`config.mk`:
```
export PLATFORM = sky130hd
export DESIGN_NAME = bit_reader
export DESIGN_NICKNAME = d
export VERILOG_FILES = /design/src/rtl/bit_pkg.sv /design/src/rtl/bit_reader.sv
export SDC_FILE = /design/constraint.sdc
export NUM_CORES = 1
export LEC_CHECK = 0
export BUFFER_PORTS_ARGS = -buffer_cell sky130_fd_sc_hd__buf_2
export CORE_AREA = 10 10 47 49
export DETAILED_ROUTE_END_ITERATION = 7
export DIE_AREA = 0 0 57 59
export PLACE_DENSITY_LB_ADDON = 0.05
export SLEW_MARGIN = 30
export SYNTH_ARGS = -nofsm -noshare
export SYNTH_HDL_FRONTEND = slang
export SYNTH_SLANG_ARGS = --single-unit
export TNS_END_PERCENT = 20
```
`constraint.sdc`:
```
create_clock -name clk -period 2.94 [get_ports clk]
set_input_delay 0.147 -clock clk [delete_from_list [all_inputs] [get_ports clk]]
set_output_delay 0.147 -clock clk [all_outputs]
set_load 0.01 [all_outputs]
```
`src/rtl/bit_pkg.sv`:
```
// Shared definitions for the bitset / bit_reader pair: default word geometry
// and the bit_reader state encoding.
package bit_pkg;

  localparam int WIDTH_DEF = 4;
  localparam int IDX_W_DEF = 2;

  typedef enum logic [1:0] {
    IDLE   = 2'd0,
    SINGLE = 2'd1,
    SCAN   = 2'd2
  } state_t;

endpackage

```
`src/rtl/bit_reader.sv`:
```
// Holds a word and answers single-bit or scan-to-MSB read requests over
// valid/ready handshakes on both the request and response sides.
module bit_reader
  import bit_pkg::*;
#(
  parameter int WIDTH = WIDTH_DEF,
  parameter int IDX_W = IDX_W_DEF
) (
  input  logic             clk,
  input  logic             rst_n,
  input  logic             load,
  input  logic [WIDTH-1:0] din,
  input  logic             req_valid,
  output logic             req_ready,
  input  logic             req_mode,
  input  logic [IDX_W-1:0] req_index,
  output logic             rsp_valid,
  input  logic             rsp_ready,
  output logic             rsp_bit,
  output logic [IDX_W-1:0] rsp_index,
  output logic             rsp_last,
  output logic             busy
);

  localparam logic [IDX_W-1:0] MSB_IDX = IDX_W'(WIDTH - 1);

  state_t           r_state;
  state_t           w_state_next;
  logic [WIDTH-1:0] r_word;
  logic [WIDTH-1:0] r_snap;
  logic [WIDTH-1:0] w_snap_next;
  logic [IDX_W-1:0] r_ptr;
  logic [IDX_W-1:0] w_ptr_next;
  logic             w_rsp_hs;
  logic             w_at_msb;

  assign w_rsp_hs = rsp_valid & rsp_ready;
  assign w_at_msb = (r_ptr == MSB_IDX);

  always_ff @(posedge clk or negedge rst_n) begin
    if (!rst_n) begin
      r_state <= IDLE;
      r_word  <= '0;
      r_snap  <= '0;
      r_ptr   <= '0;
    end else begin
      r_state <= w_state_next;
      r_snap  <= w_snap_next;
      r_ptr   <= w_ptr_next;
      if (load) begin
        r_word <= din;
      end
    end
  end

  always_comb begin
    w_state_next = r_state;
    w_snap_next  = r_snap;
    w_ptr_next   = r_ptr;
    case (r_state)
      IDLE: begin
        if (req_valid) begin
          // A load in the accepting cycle wins over the stored word.
          w_snap_next  = load ? din : r_word;
          w_ptr_next   = req_index;
          w_state_next = req_mode ? SCAN : SINGLE;
        end
      end
      SINGLE: begin
        if (w_rsp_hs) begin
          w_state_next = IDLE;
        end
      end
      SCAN: begin
        if (w_rsp_hs) begin
          if (w_at_msb) begin
            w_state_next = IDLE;
          end else begin
            w_ptr_next = r_ptr + 1'b1;
          end
        end
      end
      default: w_state_next = IDLE;
    endcase
  end

  // All response fields derive from registers only, so they hold under back-pressure.
  assign req_ready = (r_state == IDLE);
  assign busy      = (r_state != IDLE);
  assign rsp_valid = busy;
  assign rsp_bit   = r_snap[r_ptr];
  assign rsp_index = r_ptr;
  assign rsp_last  = (r_state == SINGLE) || ((r_state == SCAN) && w_at_msb);

endmodule

```
-- Yosys cells after proc, flatten, opt, wreduce, memory -nomap -nowiden
Cells that the tools add are included.
- $add $sub $neg: 1
- $lt $le $gt $ge: 1
- eq/ne operators: 8
- mux-type cells: 13
- bitwise gates (word level): 1
- reduce and logical (&&, ||, !) cells: 8
- operator list (operator ; count):
    $mux 2 ; 8
    $ne 2x2->1 const B ; 5
    $reduce_and 4->1 ; 2
    $pmux 2 s3 ; 1
    $eq 2x2->1 const B ; 2
    $mux 4 ; 1
    $pmux 2 s2 ; 1
    $reduce_bool 2->1 ; 2
    $lt 2x3->1 const B ; 1
    $add 2x1->2 const B ; 1
    $bmux 1 s2 ; 1
    $eq 2x1->1 const B ; 1
    $logic_not 2->1 ; 1
    $reduce_and 2->1 ; 1
    $and 1x1->1 ; 1
    $logic_and 1x1->1 ; 1
    $logic_or 1x1->1 ; 1
    $mux 1 ; 1
- bits in registers: 12
- bits of input ports: 12
- output and inout bits: 7
- logic and storage cells: 36

-- Logic depth before layout (Yosys ltp)
- depth after elaboration: 4
- depth in mapped cells: 5

-- Least setup slack after synthesis
OpenSTA, ideal clock, no wires.
- path type: register -> register
- from: register r_ptr[0] (netlist: rsp_index[0])
- to: register r_ptr[0] (netlist: rsp_index[0])
- data arrival time: 1229 ps
- setup slack: 1635 ps
- stages on the path, launching flop included: 5
- buffers on the path: 0
- period minus slack after synthesis: 1305 ps
- path through: dfrtp_1 ha_1 nor4bb_1 o22ai_1 o21ai_1
- longest elaborated chain between the ends: 4
- elaborated cells between the ends (all ways): 7
- RTL lines (what ; line ; RTL):
    start, declared ; bit_reader.sv:32 ; logic [IDX_W-1:0] r_ptr;
    start signal, assigned ; bit_reader.sv:49 ; r_ptr <= w_ptr_next;
    $add 2x1->2 ; bit_reader.sv:79 ; w_ptr_next = r_ptr + 1'b1;
    $mux 2 ; bit_reader.sv:76 ; if (w_at_msb) begin
    $mux 2 ; bit_reader.sv:75 ; if (w_rsp_hs) begin
    $pmux 2 s2 ; bit_reader.sv:60 ; case (r_state)
Several ways; a longest one is shown, not always the timed one. The select of a mux whose other input is x is not followed.
A chain may end at the register's enable or synchronous reset.

-- Final worst setup path
- from: register r_ptr[0] (netlist: rsp_index[0])
- to: output port rsp_bit
- longest elaborated chain between the ends: 2
- RTL lines (what ; line ; RTL):
    $bmux 1 s2 ; bit_reader.sv:91 ; assign rsp_bit = r_snap[r_ptr];
    $mux 1 (not written as such) ; bit_reader.sv:91 ;
    end, declared ; bit_reader.sv:19 ; output logic rsp_bit,
No other way between the ends. The select of a mux whose other input is x is not followed.

==> flow_summary.toml <==
[outcome]
status = "finished, final reports clean"

[setup_path]
critPathBufInv = 1
worst-path-max-fanout = 5
rr_worst_depth = 4
cp_slowest_stage_delay_ps = 520
crit_cells = 2
cp-start-kind = "flop"
cp-end-kind = "primary output"
worstSetupPathType = "reg2out"
r2r_slack_ps = 1550
r2r_start = "rsp_index[0]"
slowest_stage = "mux4_2"
cp_top_family = "multiplexers"
worstPathRequired_ps = 2790
worst_r2r_endpoint = "rsp_index[0]"
critical_path_arrival_ps = 1390
path_cells = "mux4_2 -> buf_2"

[logic_synthesis]
yosys_warnings = 0
synthTopCellsByCount = "nand2_1 (13), dfrtp_1 (12), mux2_2 (4), nor2_1 (4)"
synth_nets = 68
synth_top_area_share_pct = 50.4
synth_area_um2 = 596
synth-xor-area-share_pct = 0
synth_cells = 55
synth_top_family_by_area = "simple AND/OR/NAND/NOR gates"
yosysSeqAreaShare_pct = 50.4
synthFlopType = "dfrtp_1"
synth_compound_area_share_pct = 8.19
synthMuxAreaShare_pct = 13.0
yosys.area_share.adder_pct = 2.10
avgSynthCellArea_um2 = 10.8
yosys.area_share.simple_pct = 20.8
yosysUniqueCellTypes = 22
synth_seq_cells = 12
synthArstFlopShare_pct = 100
synth.most_common_cell = "nand2_1"
yosysTopAreaCell = "dfrtp_1"
synth-edff-count = 0
yosys-top-cells-area = "dfrtp_1 (50%), nand2_1 (8.2%), mux2_2 (7.6%)"

[clock_tree]
htree_levels = 1
cts_tree = "done"
root_buffer = "clkbuf_4"
cts_buffers = 3
cts_buffer_depth = 2
cts-resized-gates = 0
clock-sinks = 12
clk_latency_ps = 260
cts.clk_slew.worst_paths_ps = 70

[die]
die_w_um = 57
die-area_mm2 = 0.00336
rows = 14
start_util_pct = 42.5
core_mm2 = 0.00140
io_pins = 19
die_height_um = 59

[pwr]
p_int_uw = 432
ir_worst_vdd_v = 0.000569
p_seq_share_pct = 41.4
p_comb_share_pct = 40.1
powerDensity_mw_per_mm2 = 942
sw_frac_of_total_pct = 36.6
power_switching_uw = 249
p_leak_uw = 0.000354
p_clk_share_pct = 18.5

[global_route]
use_met3_pct = 3.22
grt_antenna_before_repair = 0
grt-ovfl-total = 0
grt.total_usage_pct = 7.41
grt-busiest-layer = "met2"
use_met1_pct = 8.02
grt_util_met2_pct = 11.9
grt_max_degree = 13
grt_pass1_vias = 499
grt_first_pass_wirelength_um = 2020

[placed_design]
place.gp.congestion = 0.667
port_buffers = 18
dpl.hpwl_um = 1000

[sta]
timing.final.crit_period_ps = 1530
setup-tns-final_ps = 0
fmax_ghz = 0.652
maxSlewViolCount = 0
hold_violations = 0
relSlewSlack_pct = 73.3
whs_ps = 131
worst_slew_pin_slew_ps = 399
period_share_pct = 52.2
setup_viol = 0
rsz0062_at_grt = "false"
fin_skew_ps = 3.77

[route]
routed_wirelength_um = 1190
avgViaCountPerCell = 5.02
drt-pass1-iter-count = 4
dr.first_iter.drc_count = 7
via_count = 452
antenna_left = 0
drc_errors = 0
post_drt_wl_per_cell_um = 13.2

[min_path]
min-delay-start = "rsp_ready"
hold_path_end = "r_state[1]"
hold_class = "in2reg"
hold_path_depth = 2

[finish]
area_growth_pct = 21.4
n_antenna_cell = 0
layout-drive-gt1-share_pct = 39.2
n_fill_cell = 137
fin_nets = 88

[job]
cap_violations = 0
## state kept, by name, indices dropped and copies added, names as in the netlist
name       flops
r_state        2
rsp_index      2
r_word         4
r_snap         4
## how the worst max path moves through the flow
stage | from | end
2_1_floorplan | rsp_index[0] | rsp_index[0]
3_3_place_gp | rsp_index[0] | rsp_index[0]
3_5_place_dp | rsp_index[0] | rsp_index[0]
4_1_cts | rsp_index[0] | rsp_bit
5_1_grt | rsp_index[0] | rsp_last
6_report | rsp_index[0] | rsp_bit
## kinds of logic after synthesis
logic type / Yosys count
fa+ha+maj: 1
simple gates: 24
mux: 6
buf+inv: 5
flops: 12
compound gates: 7
## power groups by stage
stage | Combinational [uW] | Clock [uW] | Sequential [uW]
after detailed placement | 281 | 0 | 286
after global routing | 313 | 137 | 294
after floorplan | 222 | 0 | 260
after global placement | 277 | 0 | 287
final | 274 | 126 | 282
after CTS | 282 | 129 | 282
## routing by layer
layer	vias to the layer above	share of wire, %
met5	-	0
met4	0	0.67
met3	2	7.6
met2	15	46
met1	209	45
li1	226	-
## area by class of cell
cell class                      instances  area (um2)  area share (%)
Clock buffer                            4        36.3            5.02
Multi-Input combinational cell         38         263            36.3
Sequential cell                        12         300            41.5
Tap cell                               16        20.0            2.77
Timing Repair Buffer                   19         100            13.8
Inverter                                1        3.75           0.519
## timing repair
item | 4_1_cts | 5_1_grt
setup endpoints to repair | 0 | 0
hold buffers | 1 | 0
buffers inserted | 0 | 0
hold endpoints to repair | 12 | 0
## cell usage in the layout, fill, tap and decap left out
| cell type | n |
|---|---|
| o22ai_1 | 2 |
| nand4bb_1 | 1 |
| nor2_1 | 4 |
| nor3_1 | 1 |
| ha_1 | 1 |
| mux2i_1 | 1 |
| o211ai_2 | 1 |
| mux4_2 | 1 |
| buf_2 | 18 |
| nor2b_1 | 2 |
| nor3b_2 | 1 |
| nor4bb_1 | 1 |
| dfrtp_1 | 12 |
| clkbuf_8 | 1 |
| a21oi_1 | 2 |
| a311oi_1 | 1 |
| mux2_2 | 4 |
| o21ai_1 | 1 |
| clkbuf_4 | 3 |
| nand2_1 | 13 |
| or3b_1 | 1 |
| dlygate4sd3_1 | 1 |
| inv_1 | 1 |
## metrics by stage
stage          setup slack [ps]  std cells  utilization, %  power [uW]  cell area, um2
2_1_floorplan              1630         55               -         482             596
3_3_place_gp               1540         85            48.3         564             677
3_5_place_dp               1560         85            48.3         567             677
4_1_cts                    1390         90            51.6         694             723
5_1_grt                    1310         90            51.6         743             723
6_report                   1410         90            51.6         681             723
Power figures use the tool's default switching activity.
